$ cat config.mk
export PLATFORM = sky130hd
export DESIGN_NAME = signed_div_seq
export DESIGN_NICKNAME = d
export VERILOG_FILES = /design/src/rtl/div_pkg.sv /design/src/rtl/div_sign_fix.sv /design/src/rtl/signed_div_seq.sv
export SDC_FILE = /design/constraint.sdc
export NUM_CORES = 1
export LEC_CHECK = 0
export ABC_AREA = 1
export CAP_MARGIN = 5
export CORE_UTILIZATION = 52
export CTS_CLUSTER_DIAMETER = 150
export DETAILED_ROUTE_END_ITERATION = 8
export PLACE_DENSITY = 0.82
export SYNTH_ARGS = -nofsm -noshare
export SYNTH_HDL_FRONTEND = slang
export SYNTH_SLANG_ARGS = --single-unit
export TNS_END_PERCENT = 10
$ cat constraint.sdc
create_clock -name clk -period 2.2 [get_ports clk]
set_input_delay 0.44 -clock clk [delete_from_list [all_inputs] [get_ports clk]]
set_output_delay 0.44 -clock clk [all_outputs]
set_load 0.005 [all_outputs]
$ cat src/rtl/div_pkg.sv
// Shared types and defaults for the sequential signed/unsigned divider.
package div_pkg;

    localparam int DIV_DW_DEFAULT = 16;

    typedef enum logic [1:0] {
        IDLE,
        DIVIDE,
        FIX
    } div_state_e;

endpackage

$ cat src/rtl/div_sign_fix.sv
// Sign correction for a magnitude quotient/remainder pair.
// The quotient is negated when operand signs differ (truncation toward zero);
// the remainder follows the dividend's sign.
module div_sign_fix
    import div_pkg::*;
#(
    parameter int DW = DIV_DW_DEFAULT
) (
    input  logic [DW-1:0] quo_i,
    input  logic [DW-1:0] rem_i,
    input  logic          dividend_neg_i,
    input  logic          divisor_neg_i,
    input  logic          signed_mode_i,
    output logic [DW-1:0] quo_o,
    output logic [DW-1:0] rem_o
);

    // Conditional two's-complement negation of quotient and remainder.
    always_comb begin
        quo_o = quo_i;
        rem_o = rem_i;
        if (signed_mode_i && (dividend_neg_i ^ divisor_neg_i)) begin
            quo_o = -quo_i;
        end
        if (signed_mode_i && dividend_neg_i) begin
            rem_o = -rem_i;
        end
    end

endmodule

$ cat src/rtl/signed_div_seq.sv
// Multi-cycle restoring radix-2 divider with start/done handshake.
// Fixed latency of DW+1 edges after the start edge, including divide-by-zero.
module signed_div_seq
    import div_pkg::*;
#(
    parameter int DW = DIV_DW_DEFAULT
) (
    input  logic          clk,
    input  logic          rst,
    input  logic          start,
    input  logic          signed_mode,
    input  logic [DW-1:0] dividend,
    input  logic [DW-1:0] divisor,
    output logic          busy,
    output logic          done,
    output logic [DW-1:0] result,
    output logic [DW-1:0] residue,
    output logic          div_by_zero,
    output logic          overflow
);

    localparam int CW = $clog2(DW + 1);
    localparam logic [DW-1:0] MIN_VAL = {1'b1, {(DW-1){1'b0}}};

    div_state_e    state_q, state_d;
    logic [CW-1:0] cnt_q, cnt_d;
    logic [DW-1:0] rem_q, rem_d;
    logic [DW-1:0] quo_q, quo_d;
    logic [DW-1:0] dvs_q, dvs_d;
    logic [DW-1:0] raw_q, raw_d;
    logic          sm_q, sm_d;
    logic          sa_q, sa_d;
    logic          sb_q, sb_d;
    logic          dbz_pend_q, dbz_pend_d;
    logic          ovf_pend_q, ovf_pend_d;
    logic          done_q, done_d;
    logic [DW-1:0] result_q, result_d;
    logic [DW-1:0] residue_q, residue_d;
    logic          dbz_q, dbz_d;
    logic          ovf_q, ovf_d;

    logic [DW:0]   shifted;
    logic [DW:0]   diff;
    logic [DW-1:0] quo_fix;
    logic [DW-1:0] rem_fix;

    div_sign_fix #(
        .DW(DW)
    ) u_sign_fix (
        .quo_i         (quo_q),
        .rem_i         (rem_q),
        .dividend_neg_i(sa_q),
        .divisor_neg_i (sb_q),
        .signed_mode_i (sm_q),
        .quo_o         (quo_fix),
        .rem_o         (rem_fix)
    );

    // State, datapath and output registers; asynchronous active-low reset.
    always_ff @(posedge clk or negedge rst) begin
        if (!rst) begin
            state_q    <= IDLE;
            cnt_q      <= '0;
            rem_q      <= '0;
            quo_q      <= '0;
            dvs_q      <= '0;
            raw_q      <= '0;
            sm_q       <= 1'b0;
            sa_q       <= 1'b0;
            sb_q       <= 1'b0;
            dbz_pend_q <= 1'b0;
            ovf_pend_q <= 1'b0;
            done_q     <= 1'b0;
            result_q   <= '0;
            residue_q  <= '0;
            dbz_q      <= 1'b0;
            ovf_q      <= 1'b0;
        end else begin
            state_q    <= state_d;
            cnt_q      <= cnt_d;
            rem_q      <= rem_d;
            quo_q      <= quo_d;
            dvs_q      <= dvs_d;
            raw_q      <= raw_d;
            sm_q       <= sm_d;
            sa_q       <= sa_d;
            sb_q       <= sb_d;
            dbz_pend_q <= dbz_pend_d;
            ovf_pend_q <= ovf_pend_d;
            done_q     <= done_d;
            result_q   <= result_d;
            residue_q  <= residue_d;
            dbz_q      <= dbz_d;
            ovf_q      <= ovf_d;
        end
    end

    // Next-state logic: operand capture, shift-subtract iteration, result fix-up.
    always_comb begin
        state_d    = state_q;
        cnt_d      = cnt_q;
        rem_d      = rem_q;
        quo_d      = quo_q;
        dvs_d      = dvs_q;
        raw_d      = raw_q;
        sm_d       = sm_q;
        sa_d       = sa_q;
        sb_d       = sb_q;
        dbz_pend_d = dbz_pend_q;
        ovf_pend_d = ovf_pend_q;
        done_d     = 1'b0;
        result_d   = result_q;
        residue_d  = residue_q;
        dbz_d      = dbz_q;
        ovf_d      = ovf_q;

        // Remainder can reach 2*|divisor|-1 after the shift, so trial needs DW+1 bits.
        shifted    = {rem_q, quo_q[DW-1]};
        diff       = shifted - {1'b0, dvs_q};

        case (state_q)
            IDLE: begin
                if (start) begin
                    state_d    = DIVIDE;
                    sm_d       = signed_mode;
                    sa_d       = signed_mode & dividend[DW-1];
                    sb_d       = signed_mode & divisor[DW-1];
                    quo_d      = (signed_mode && dividend[DW-1]) ? -dividend : dividend;
                    dvs_d      = (signed_mode && divisor[DW-1])  ? -divisor  : divisor;
                    raw_d      = dividend;
                    rem_d      = '0;
                    cnt_d      = '0;
                    dbz_pend_d = (divisor == '0);
                    ovf_pend_d = signed_mode && (dividend == MIN_VAL) && (divisor == '1);
                end
            end
            DIVIDE: begin
                if (!diff[DW]) begin
                    rem_d = diff[DW-1:0];
                    quo_d = {quo_q[DW-2:0], 1'b1};
                end else begin
                    rem_d = shifted[DW-1:0];
                    quo_d = {quo_q[DW-2:0], 1'b0};
                end
                cnt_d = cnt_q + CW'(1);
                if (cnt_q == CW'(DW - 1)) begin
                    state_d = FIX;
                end
            end
            FIX: begin
                state_d   = IDLE;
                done_d    = 1'b1;
                result_d  = dbz_pend_q ? '1    : quo_fix;
                residue_d = dbz_pend_q ? raw_q : rem_fix;
                dbz_d     = dbz_pend_q;
                ovf_d     = ovf_pend_q & ~dbz_pend_q;
            end
            default: begin
                state_d = IDLE;
            end
        endcase
    end

    assign busy        = (state_q != IDLE);
    assign done        = done_q;
    assign result      = result_q;
    assign residue     = residue_q;
    assign div_by_zero = dbz_q;
    assign overflow    = ovf_q;

endmodule

==> results of run 1 <==
-- placed cells by master (no fill, tap or decap), types with 5 or more instances in the layout --
master,n
nand2_1,290
inv_1,140
dfrtp_1,110
nand3_1,95
nor2_1,80
clkdlybuf4s50_1,70
o21ai_0,52
a21oi_1,30
buf_4,30
ha_1,19
xor2_1,17
nor3_1,16
nand4_1,13
a22oi_1,12
o211ai_1,11
o22ai_1,10
clkbuf_16,9
nand2_2,7
nand3b_1,6
nand2_8,6
a31oi_1,5
o221ai_1,5
xnor2_1,5
-- metrics by stage --
stage / util (%) / instances / setup TNS [ps] / hold slack, ps
global placement: 61.4 / 1248 / -41.4 / 455
floorplan: - / 999 / 0 / 144
finish: 65.2 / 1267 / 0 / 152
detailed placement: 61.4 / 1248 / -250 / 475
CTS: 63.8 / 1264 / 0 / 191
global route: 65.2 / 1267 / -156 / 213
-- synthesized netlist by cell type (5+ instances only) --
cell type	n
nor2_1	80
buf_2	10
nand2_1	292
inv_1	140
nor3_1	16
nand3b_1	6
nand2_2	9
dfrtp_1	111
a22oi_1	12
o211ai_1	11
o21ai_0	52
clkbuf_1	17
o22ai_1	10
nand4_1	13
a31oi_1	5
xnor2_1	5
o221ai_1	5
xor2_1	17
ha_1	23
a21oi_1	30
nand3_1	98
-- cell type report --
type	count	area [µm²]	area share (%)
well taps	176	220	2.55
clock inverters	5	61.3	0.710
flip-flops and latches	111	2780	32.2
multi-input cells	717	3780	43.9
inverters	143	537	6.22
clock buffers	11	243	2.81
repair buffers	104	1010	11.7
-- metal layers --
| metal | vias to the layer above | wire, µm | share of wire (%) | global-route usage, % |
|---|---|---|---|---|
| met5 | - | 0 | 0 | 0 |
| met3 | 29 | 1510 | 7.9 | 4.34 |
| met4 | 0 | 327 | 1.7 | 9.34 |
| li1 | 3427 | - | - | - |
| met2 | 296 | 8690 | 46 | 43.7 |
| met1 | 3250 | 8490 | 45 | 38.5 |
-- worst max-delay path by stage --
stage                     cells past startpoint  slack [ps]        end        start
after floorplan                              16         160   rem_q[5]    quo_q[15]
after global placement                       12         -40  quo_q[14]  dividend[1]
after detailed placement                     12        -140  quo_q[14]  dividend[1]
after CTS                                    15          30   rem_q[2]    quo_q[15]
after global routing                         15         -30  rem_q[14]    quo_q[15]
final                                        11         100  rem_q[15]    rem_q[10]
-- registers in the layout, indices dropped and copies added (netlist names) --
name and flops:
quo_q 16, rem_q 16, cnt_q 5, residue 16
done 1, sa_q 1, overflow 1, result 16
state_q 2, ovf_pend_q 1, dvs_q 16, sm_q 1
dbz_pend_q 1, div_by_zero 1, sb_q 1, raw_q 16
-- power groups by stage --
stage	registers, mW	logic, mW	clock network [mW]
5_1_grt	3.63	8.83	1.81
3_3_place_gp	3.50	6.76	0
2_1_floorplan	3.39	5.17	0
4_1_cts	3.49	7.08	1.72
6_report	3.54	7.85	1.72
3_5_place_dp	3.52	6.94	0
-- cells by family (layout without fill, tap and decap cells) --
kind of cell,after synthesis,in the layout
AND/OR/NAND/NOR,530,533
buffers and inverters,174,263
AO/OA/AOI/OAI,138,138
flip-flops,111,111
adder cells (fa/ha/maj),24,24
XOR/XNOR,22,22
-- what timing repair did --
action / CTS / global route
gates cloned: 0 / 3
gates resized for setup: 2 / 22
endpoints found under the setup margin: 1 / 17
pin swaps: 0 / 7
-- critical path, cell delays in order, from the launching register on --
cell and delay (ps):
dfrtp_1 470, ha_4 300, nand2_1 70, nand2_1 70
inv_1 50, nand2_1 100, a21oi_4 310, nand3_4 240
nand2_8 180, nand2_1 60, nand3_1 70, nand2_1 50
==> results.cfg, run 1 <==
[routing]
drc = 0
postRouteWirelength_um = 19000
dr.pass1.iters = 5
wl_per_cell_um = 15.0
drt_iter0_drc = 667
vias_per_cell = 5.53
ant_nets = 0
via_count = 7002

[critical_path]
r2r-end = rem_q[15]
cp.required_ps = 2440
crit_type = flop to flop
cp_max_fo = 8
end_kind = flop
r2r_cells = 11
rrSetupSlack_ps = 100
cp-start-kind = flop
rr_startpoint = rem_q[10]
cp_data_arrival_time_ps = 2350

[synth]
syn_area_per_cell_um2 = 7.07
netlist.top_cell.by_area = dfrtp_1
async_flop_share_pct = 100
synthTopCellsByArea = dfrtp_1, nand2_1, inv_1, nand3_1, nor2_1
yosysTopAreaCellShare_pct = 39.3
syn-cell-area_um2 = 7060
synthAdderAreaFrac_pct = 4.36
synthSimpleGateAreaFrac_pct = 32.3
yosysSeqAreaShare_pct = 39.3
synth_xor_area_share_pct = 2.73
postSynthCellCount = 999
synthMuxAreaShare_pct = 0
synth_flop_cell = dfrtp_1
synth_fp_nets = 1059
synth-edff-count = 0
yosys_warnings = 0
synth_top_family_by_area = simple AND/OR/NAND/NOR gates
synth_cell_type_count = 37
synth-seq-cells = 111
synth-compound-area-share_pct = 11.5

[timing]
fmax_mhz = 475
worst_pin_slew_ps = 594
max_slew_margin_pct = 60.4
clock_skew_ps = 11.6
post-route-period-util_pct = 95.7
drv_slew = 0
setup_ws_ps = 95.1
final-setup-viol-count = 0
hold_viol_final = 0
period_minus_slack_ps = 2100

[run]
maxCapViolations = 0

[finish]
synthToLayoutAreaGrowth_pct = 22.3
fill_cells = 1146
fin_nets = 1146
diodes = 0
layout-drive-gt1-share_pct = 8.34
final_area_um2 = 8630

[pwr]
p_sw_mw = 6.24
pwr-share-clk_pct = 13.1
p_comb_share_pct = 59.9
switching_share_pct = 47.6
power_density_nw_per_um2 = 1520
p_int_mw = 6.87
ir_drop_mv = 0.722
power_mw = 13.1
cellLeakagePower_nw = 4.25
seq_power_share_pct = 27.0

[clocking]
clk_latency_ps = 360
clkSinkCount = 111
post_cts_buffers = 0
root_buffer = clkbuf_16
clkTransAtPathRegs_ps = 80
htree_levels = 3
numCtsBuffers = 9
ctsHoldBuffers = 0
cts_tree = yes
clockBufferDepth = 2

[floorplan]
die_w_um = 119
die_h_um = 119
initial_core_util_pct = 53.3
core_um2 = 13200
row_count = 42
pin_count = 72
fp.dieArea_um2 = 14000

[placed_design]
hpwlAfterDp_um = 13600
gp_congestion = 0.908
port_buffers = 71
pre_cts_slack_ps = -137
placed_area_um2 = 8130

[grt]
grt.overflow.total = 0
grt_pass1_wl_um = 31000
antenna_found_initial = 0
grtUsageTotal_pct = 27.6
grt_max_degree = 112
grt_pass1_vias = 6492

[min_path]
hp-class = input port to asynchronous set/reset pin

[run_status]
status = completed
(Power assumes the default switching activity.)
==> run 2, diff against run 1 <==
ABC_AREA = default   (was 1)
CORE_ASPECT_RATIO = 0.75   (was default)
clock period = 1.7 ns   (was 2.2 ns; I/O delays follow)
==> results.cfg, run 2 <==
[run_status]
status = complete, but fails checks
violations = setup timing

[finish]
seqCellArea_um2 = 2780
final_cell_mix = buf_4, nand2_1, dfrtp_1
multi_input_area_um2 = 4030
diodes = 0
post-route-util_pct = 77.2
layout-drive-gt1-share_pct = 26.8
synthToLayoutAreaGrowth_pct = 43.9
fill_cells = 723
mostFrequentLayoutCell = buf_4
fin_nets = 1033

[synth]
synthSimpleGateAreaFrac_pct = 18.6
synthAdderAreaFrac_pct = 4.66
synth_fp_nets = 830
synthTopCellsByCount = nand2_1, dfrtp_1, o21ai_0, nor2_1, a21oi_1
synthTopCellsByArea = dfrtp_1, nand2_1, o21ai_0, xnor2_1, a21oi_1
yosys_warnings = 0
synthMuxAreaShare_pct = 3.05
netlist.top_cell.by_area = dfrtp_1
yosysMostFrequentCell = nand2_1
syn-cell-area_um2 = 6600
synth_top_family_by_area = simple AND/OR/NAND/NOR gates
async_flop_share_pct = 100
synth-edff-count = 0
synth_xor_area_share_pct = 9.18
yosysSeqAreaShare_pct = 42.1
postSynthCellCount = 770
yosysTopAreaCellShare_pct = 42.1
synth_flop_cell = dfrtp_1
syn_area_per_cell_um2 = 8.57
synth-compound-area-share_pct = 17.9
synth_cell_type_count = 53
synth-seq-cells = 111

[clocking]
clkTransAtPathRegs_ps = 80
root_buffer = clkbuf_16
clkSinkCount = 111
htree_levels = 3
cts_tree = yes
clockBufferDepth = 2
numCtsBuffers = 9
clk_latency_ps = 370

[floorplan]
fp.dieArea_um2 = 13200
pin_count = 72
core_um2 = 12300
initial_core_util_pct = 53.6
die_w_um = 132
die_h_um = 99.6
row_count = 35

[timing]
drv_slew = 0
max_slew_margin_pct = 55.0
clock_skew_ps = 11.1
fmax_mhz = 422
worst_pin_slew_ps = 675
rsz0062_at_grt = true
post-route-period-util_pct = 139
final-setup-viol-count = 46
hold_viol_final = 0
period_minus_slack_ps = 2370
setup_ws_ps = -671
tns_ps = -13660

[critical_path]
rrSetupSlack_ps = -670
r2r-end = rem_q[6]
crit_type = flop to flop
r2r_cells = 11
cp.required_ps = 1950
cp_data_arrival_time_ps = 2620
end_kind = flop
cp-start-kind = flop
rr_startpoint = quo_q[15]
cp_max_fo = 6

[pwr]
p_sw_mw = 9.14
cellLeakagePower_nw = 4.28
ir_drop_mv = 1.29
p_comb_share_pct = 66.3
pwr-share-clk_pct = 10.7
seq_power_share_pct = 23.0
p_int_mw = 11.4
switching_share_pct = 44.5
power_density_nw_per_um2 = 2160

[run]
maxCapViolations = 0

[routing]
via_count = 7090
postRouteWirelength_um = 23000
ant_nets = 0
wl_per_cell_um = 20.1
drc = 0
vias_per_cell = 6.20
drt_iter0_drc = 800
dr.pass1.iters = 6

[grt]
grt_pass1_wl_um = 34800
antenna_found_initial = 0
grt_max_degree = 42
grtUsageTotal_pct = 34.2
grt.overflow.total = 0
grt_pass1_vias = 6827

[placed_design]
gp_congestion = 0.915
pre_cts_slack_ps = -588
port_buffers = 71
hpwlAfterDp_um = 14800

[min_path]
hp-class = input port to asynchronous set/reset pin
run 2: changes by cell type after synthesis, sizes merged, moves of 12 or more:
| cell | change |
|---|---|
| o21ai | +33 |
| nand2 | -181 |
| a21oi | +29 |
| nand3 | -77 |
| clkbuf | +14 |
| mux2i | +19 |
| xnor2 | +33 |
| xor2 | +12 |
| inv | -108 |
| nor2 | -22 |
run 2: through the flow:
| step | total power, mW | area, µm² | std cells | hold WS, ps |
|---|---|---|---|---|
| after floorplan | 11.5 | 6690 | 770 | 44.4 |
| after global placement | 15.5 | 8670 | 1120 | 289 |
| after detailed placement | 16.0 | 8670 | 1120 | 291 |
| after CTS | 19.5 | 9290 | 1142 | 475 |
| after global routing | 21.7 | 9500 | 1144 | 489 |
| final | 20.5 | 9500 | 1144 | 454 |
run 2: how the worst max path moves through the flow:
stage,slack (ps),endpoint,start,cells after the start
final,-670,rem_q[6],quo_q[15],11
after global routing,-740,rem_q[15],quo_q[15],11
after CTS,-580,rem_q[8],quo_q[15],12
after detailed placement,-590,rem_q[13],dvs_q[0],10
after global placement,-510,rem_q[15],dvs_q[0],10
after floorplan,-570,rem_q[13],rem_q[12],10
run 2: routing by layer:
layer  up-vias  track usage [%]  share of wire, %
li1       3072                -                 -
met1      3346             46.4                39
met2       530             53.2                45
met3       142             6.68                11
met4         0             16.5               5.3
met5         -                0                 0
run 2: power groups by stage:
stage	logic [mW]	clock network [mW]	registers (mW)
after floorplan	6.89	0	4.60
after global placement	11.0	0	4.53
after detailed placement	11.4	0	4.58
after CTS	12.7	2.19	4.59
after global routing	14.6	2.30	4.78
final	13.6	2.20	4.72
run 2: cell type report:
cell class                 count  share of cell area [%]
inverter                      35                    1.38
tap                          166                    2.19
clock buffer                   9                    2.37
clock inverter                 7                   0.909
timing repair buffer         231                    21.5
sequential                   111                    29.3
multi-input combinational    585                    42.4
run 2: cell families (layout without fill, tap and decap cells):
family	Yosys count	count (layout)
xor+xnor	67	67
simple gates	271	271
fa+ha+maj	24	24
flops	111	111
mux	20	20
buf+inv	74	282
compound gates	203	203
run 2: worst max-delay path, cell delays in order, from the launching register on:
cell,delay [ps]
dfrtp_1,350
inv_2,40
ha_2,190
fa_2,350
nand2b_4,160
a21oi_4,160
o21ai_2,80
nand3_2,140
xor2_4,260
buf_12,170
mux2i_1,240
o21ai_0,110
run 2: what timing repair did:
item | in CTS | in global routing
hold endpoints to repair | 21 | 0
buffers inserted | 4 | 3
gates resized for setup | 51 | 43
pin swaps | 18 | 8
cloned | 1 | 0
hold buffers | 1 | 0
setup endpoints to repair | 47 | 59
